<file path="src/rtl/mc_pi_sampler.sv">
// Monte-Carlo quarter-circle sampler: counts points (x,y) in [0,1)^2 with x^2+y^2 < 1.
// Optional feature macro MC_PI_ABORT_EN adds an abort input that cancels a run in progress.
module mc_pi_sampler #(
   parameter int N_SAMPLES = 1024,
   parameter int FRAC_W    = 16,
   localparam int CNT_W    = $clog2(N_SAMPLES + 1)
) (
   input  logic             clk,
   input  logic             reset,
   input  logic             start,
`ifdef MC_PI_ABORT_EN
   input  logic             abort,
`endif
   input  logic [31:0]      rnd1,
   input  logic [31:0]      rnd2,
   output logic             busy,
   output logic             done,
   output logic [CNT_W-1:0] hits,
   output logic [CNT_W-1:0] issued
);

   typedef enum logic [1:0] {IDLE, RUN, DRAIN, DONE} state_t;

   localparam int SQ_W = 2 * FRAC_W;
   localparam logic [CNT_W-1:0] LAST_IDX = CNT_W'(N_SAMPLES - 1);
   localparam logic [SQ_W:0]    ONE_SQ   = {1'b1, {SQ_W{1'b0}}};

   state_t            state, next_state;
   logic              abort_req, capture, clear_run, pipe_empty;
   logic              v1, v2, v3, hit3;
   logic [FRAC_W-1:0] x1, y1;
   logic [SQ_W-1:0]   xx2, yy2;
   logic [SQ_W:0]     sum2;
   logic [CNT_W-1:0]  acc;
   logic              unused_rnd_bits;

`ifdef MC_PI_ABORT_EN
   assign abort_req = abort && (state == RUN || state == DRAIN);
`else
   assign abort_req = 1'b0;
`endif

   assign capture    = (state == RUN) && !abort_req;
   assign clear_run  = (state == IDLE) && start;
   assign pipe_empty = !v1 && !v2 && !v3;
   assign busy       = (state != IDLE);
   assign done       = (state == DONE);
   assign sum2       = {1'b0, xx2} + {1'b0, yy2};
   // Only the top FRAC_W bits of each word are meaningful; the rest are deliberately dropped.
   assign unused_rnd_bits = ^{rnd1, rnd2};

   always_comb begin
      next_state = state;
      case (state)
         IDLE:    if (start) next_state = RUN;
         RUN: begin
            if (abort_req)               next_state = IDLE;
            else if (issued == LAST_IDX) next_state = DRAIN;
         end
         DRAIN: begin
            if (abort_req)       next_state = IDLE;
            else if (pipe_empty) next_state = DONE;
         end
         DONE:    next_state = IDLE;
         default: next_state = IDLE;
      endcase
   end

   always_ff @(posedge clk or negedge reset) begin
      if (!reset) begin
         state  <= IDLE;
         issued <= '0;
         hits   <= '0;
         acc    <= '0;
      end else begin
         state <= next_state;
         if (clear_run)    issued <= '0;
         else if (capture) issued <= issued + CNT_W'(1);
         if (clear_run || abort_req) acc <= '0;
         else if (v3 && hit3)        acc <= acc + CNT_W'(1);
         // Publish on entry to DONE so hits is already final while done is high.
         if (state == DRAIN && next_state == DONE) hits <= acc;
      end
   end

   always_ff @(posedge clk or negedge reset) begin
      if (!reset) begin
         v1   <= 1'b0;
         v2   <= 1'b0;
         v3   <= 1'b0;
         x1   <= '0;
         y1   <= '0;
         xx2  <= '0;
         yy2  <= '0;
         hit3 <= 1'b0;
      end else begin
         v1 <= capture;
         v2 <= v1 && !abort_req;
         v3 <= v2 && !abort_req;
         if (capture) begin
            x1 <= rnd1[31 -: FRAC_W];
            y1 <= rnd2[31 -: FRAC_W];
         end
         if (v1) begin
            xx2 <= SQ_W'(x1) * SQ_W'(x1);
            yy2 <= SQ_W'(y1) * SQ_W'(y1);
         end
         // A point exactly on the unit circle counts as a miss.
         if (v2) hit3 <= (sum2 < ONE_SQ);
      end
   end

endmodule

</file>
<file path="config.mk">
export PLATFORM = sky130hd
export DESIGN_NAME = mc_pi_sampler
export DESIGN_NICKNAME = d
export VERILOG_FILES = /design/src/rtl/mc_pi_sampler.sv
export SDC_FILE = /design/constraint.sdc
export NUM_CORES = 1
export LEC_CHECK = 0
export CORE_AREA = 2 2 243 245
export DETAILED_ROUTE_END_ITERATION = 7
export DIE_AREA = 0 0 245 247
export PLACE_DENSITY = 0.57
export SLEW_MARGIN = 20
export SYNTH_ARGS = -nofsm -noshare
export SYNTH_HDL_FRONTEND = slang
export SYNTH_SLANG_ARGS = --single-unit
</file>
<file path="constraint.sdc">
create_clock -name clk -period 5.9 [get_ports clk]
set_input_delay 1.77 -clock clk [delete_from_list [all_inputs] [get_ports clk]]
set_output_delay 1.77 -clock clk [all_outputs]
set_load 0.01 [all_outputs]
</file>
---- Yosys cells after proc, flatten, opt, wreduce, memory -nomap -nowiden ----
Cells that the tools add are included.
Widths: inputs -> output; s select.
cells by class
  $add $sub $neg .......................... 3
  multiply operators ...................... 2
  $lt $le $gt $ge ......................... 1
  eq/ne operators ......................... 5
  multiplexer cells ....................... 8
  reductions and logical operators ........ 12
operators with widths
  kind                   count
  $mul 16x16->32         2
  $mux 11                4
  $add 32x32->33         1
  $lt 33x33->1 const B   1
  $add 11x1->11 const B  2
  $eq 11x10->1 const B   1
  $pmux 2 s4             1
  $eq 2x2->1 const B     3
  $mux 2                 3
  $reduce_bool 2->1      3
  $logic_and 1x1->1      5
  $logic_not 1->1        3
  $eq 2x1->1 const B     1
  $logic_not 2->1        1
storage, ports and cells
  register bits ........................... 135
  bits of input ports ..................... 67
  output and inout port bits .............. 24
  word-level logic and storage cells ...... 43

---- Depth between registers and ports, before layout ----
  depth after elaboration ................. 7
  gate-level depth with buffers ........... 24
  gate-level depth less buffers ........... 22

---- Worst setup path after synthesis ----
Ideal clock, no wire load.
  path type ............................... register -> register
  start ................................... register x1[1]
  end ..................................... register xx2[24]
  library setup time ...................... 0.120 ns
  data arrival time ....................... 5.930 ns
  data required time ...................... 5.780 ns
  slack ................................... -0.150 ns
  cell stages (with the launch flop) ...... 21
  buffers on the path ..................... 2
  clock period less this slack ............ 6.050 ns
  cell sequence ........................... dfrtp_1 clkbuf_1 clkbuf_1 nand2_1 fa_1 fa_1 inv_1 fa_1 fa_1 fa_1 inv_1 fa_1 inv_1 ha_1 and2_1 a22o_1 a211o_1 nor3_2 a211oi_1 or3_1 a31o_1
on the way
  longest elaborated chain between the ends .. 1
ends and longest elaborated chain
  what                      line  RTL
  start: declaration        31    logic [FRAC_W-1:0] x1, y1;
  start signal: assignment  101   x1 <= rnd1[31 -: FRAC_W];
  $mul 16x16->32            105   xx2 <= SQ_W'(x1) * SQ_W'(x1);
  end signal: assignment    105
  end: declaration          32    logic [SQ_W-1:0] xx2, yy2;
No other way between the ends.
A chain may end at the register's enable or synchronous reset.

---- Worst setup path after layout ----
  start ................................... register x1[4]
  end ..................................... register xx2[24]
The elaborated chain is that of the path after synthesis.

==> impl_metrics.tcl <==
set metrics [dict create \
    synth-warning-count 0 \
    fp.dieW_um 245 \
    status "complete, no violations" \
    required_ns 6.23 \
    htree_levels 4 \
    ys_types 74 \
    period_needed_ns 5.846 \
    port_buffers 58 \
    worstHoldStart "yy2[19]" \
    min_path_type "flop to flop" \
    whs_ns 0.5024 \
    slew_headroom_pct 33.52 \
    clock_latency_ns 0.44 \
    cts.sinks 131 \
    antenna_found_initial 0 \
    synth-main-ff-cell "dfrtp_1" \
    ys_async_sr_fraction_pct 100.0 \
    syn2layout_area_growth_pct 21.90 \
    n_fill_cell 5622 \
    grt_max_degree 102 \
    worstSetupEndpointType "flop" \
    drc 0 \
    r2r_slack_ns 0.05 \
    path_class "flop to flop" \
    synth_edf_count 0 \
    clockBufferDepth 2 \
    worstSetupStartpointType "flop" \
    fin_crit_sh_pct 99.08 \
    max_cap_violations 0 \
    hold-path-endpoint "yy2[19]" \
    grt_pass1_vias 16980 \
    wl_per_cell_um 14.34 \
    fmax_mhz 171.1 \
    hpwl_um 39010 \
    fp.coreArea_um2 58240 \
    worstMarginPinSlew_ns 0.9973 \
    worstRegToRegCells 21 \
    avgSynthCellArea_um2 9.138 \
    start_util_pct 35.48 \
    drt_iter0_drc 554 \
    vias 15700 \
    crit_fanout 5 \
    drive_gt1_share_pct 20.58 \
    dieArea_um2 60520 \
    cts_inserted_buffers 17 \
    rsz0062_at_grt "yes" \
    diodes 0 \
    grt_pass1_wl_um 80380 \
    row_count 89 \
    ant_nets 0 \
    drv_slew 0 \
    ios 91 \
    grt.total_usage_pct 16.23 \
    via_per_inst 4.802 \
    synth_nets 2885 \
    syn_inst 2261 \
    place_area_um2 23390 \
    path_clk_slew_ns 0.06 \
    critPathArrivalTime_ns 6.18 \
    r2r_end "xx2[24]" \
    yosysSeqAreaShare_pct 15.87 \
    place_congestion 0.8503 \
    cts_root_buffer "clkbuf_16" \
    hold-path-cell-count 2 \
    fin_area_um2 25190 \
    cts_tree "built" \
    drtPass1Iterations 5 \
    die_h_um 247 \
    wirelength_um 46900 \
    syn-cell-area_um2 20660 \
    final_nets 3108 \
    synth_seq_cells 131 \
    grt.overflow.total 0 \
    hold_viol 0 \
    regToRegStartpoint "x1[4]" \
    setup_viol 0 \
    clock_skew_ns 0.01818 \
]
worst max-delay path, stage by stage, from the launching register on:
cell,delay (ns)
dfrtp_2,0.47
buf_4,0.16
nand2_2,0.06
inv_1,0.05
fa_1,0.49
inv_2,0.05
fa_1,0.53
inv_1,0.05
fa_2,0.53
fa_1,0.42
fa_1,0.51
inv_2,0.04
fa_1,0.53
inv_1,0.06
ha_4,0.16
a21o_1,0.18
a22o_1,0.21
a211o_1,0.26
nor3_4,0.31
a211oi_2,0.12
or3_1,0.32
a31o_1,0.23
flip-flops by register name, summed over array words and instances, names as in the netlist:
name / flops
hits: 11
acc: 11
xx2: 30
hit3: 1
v3: 1
yy2: 30
issued: 11
state: 2
y1: 16
v1: 1
x1: 16
v2: 1
placed cells by master, fill, tap and decap left out, types with 33 or more instances in the layout:
master,n
inv_1,484
fa_1,309
nand2_1,264
ha_1,204
buf_4,199
dfrtp_1,107
nor2_1,71
and2_1,68
a21oi_1,58
clkdlybuf4s50_1,57
o21ai_0,52
a21o_1,46
mux2_2,39
inv_2,35
xnor2_1,34
nand3_1,33
Yosys cell counts (all sizes together) (2+ instances only):
| cell type | instances | share of area [%] |
|---|---|---|
| nand3b | 3 | 0.11 |
| nand4b | 2 | 0.085 |
| o21bai | 11 | 0.40 |
| o311a | 2 | 0.097 |
| a211o | 2 | 0.085 |
| clkbuf | 67 | 1.2 |
| fa | 324 | 31 |
| nand2 | 277 | 5.0 |
| o21ai | 62 | 1.6 |
| nand4 | 20 | 0.61 |
| and3 | 12 | 0.36 |
| and2 | 84 | 2.5 |
| a211oi | 10 | 0.36 |
| o211ai | 8 | 0.29 |
| nor3 | 18 | 0.46 |
| nor4 | 2 | 0.061 |
| or2 | 5 | 0.15 |
| ha | 233 | 14 |
| or3 | 8 | 0.24 |
| nand3 | 38 | 0.92 |
| nor2b | 15 | 0.45 |
| xnor2 | 37 | 1.6 |
| dfrtp | 131 | 16 |
| a311oi | 2 | 0.085 |
| inv | 519 | 9.4 |
| a221oi | 6 | 0.42 |
| a21oi | 78 | 2.0 |
| o21a | 15 | 0.55 |
| a221o | 2 | 0.097 |
| a2111oi | 6 | 0.28 |
| nor2 | 77 | 1.4 |
| a21o | 46 | 1.7 |
| xor2 | 25 | 1.1 |
| a31o | 15 | 0.64 |
| a21boi | 2 | 0.091 |
| o311ai | 4 | 0.17 |
| o31ai | 9 | 0.33 |
| o2111ai | 3 | 0.13 |
| mux2 | 39 | 2.1 |
| nand2b | 9 | 0.27 |
| buf | 12 | 0.42 |
worst max-delay path by stage:
stage          depth (start not counted)      end  startpoint
6_report                              21  xx2[24]       x1[4]
5_1_grt                               21  xx2[24]       x1[4]
4_1_cts                               20  xx2[24]       x1[4]
3_5_place_dp                          21  xx2[29]       x1[6]
3_3_place_gp                          22  yy2[29]      y1[10]
2_1_floorplan                         20  xx2[24]      x1[14]
what timing repair did:
| item | in CTS | in global routing |
|---|---|---|
| cloned | 0 | 0 |
| hold buffers | 0 | 0 |
| pin swaps | 48 | 115 |
| endpoints found under the setup margin | 22 | 35 |
| buffers inserted | 9 | 22 |
| gates resized for setup | 54 | 186 |
cell families (layout without fill, tap and decap cells):
kind of cell               after synthesis  in the layout  synth area share [%]
AOI/OAI and AO/OA                      296            296                 9.780
xor gates and xnor gates                62             62                 2.628
adders and majority gates              557            557                 45.50
buffers and inverters                  599            835                 11.09
DFF                                    131            131                 15.87
muxes                                   40             40                 2.174
and+or+nand+nor                        576            576                 12.96
metal layers:
layer	wire length (um)	GRT usage [%]	vias to the layer above
met1	20870	20.63	7958
met3	900	1.704	46
met4	558	3.659	0
met2	24570	29.57	165
li1	-	-	7533
met5	0	0	-
cell type report:
type | count | area [um2] | area share (%)
multi-input combinational | 1531 | 15940 | 63.29
timing repair buffer | 283 | 2416 | 9.593
clock buffer | 19 | 452.9 | 1.798
tap | 773 | 967.2 | 3.840
inverter | 520 | 1952 | 7.750
clock inverter | 13 | 148.9 | 0.5912
sequential | 131 | 3308 | 13.14
stage by stage:
step	setup TNS (ns)	utilization, %	setup WS [ns]	cells
after global routing	-0.6360	43.24	-0.1568	3270
final	0	43.24	0.05424	3270
after detailed placement	-1.063	40.17	-0.1288	3208
after CTS	0	41.66	0.001712	3249
after global placement	-0.5499	40.17	-0.1379	3208
after floorplan	0	-	0.0001790	2261
Power is not shown: default switching activity piles up to over one toggle a cycle in this logic, so the estimate is an artifact.
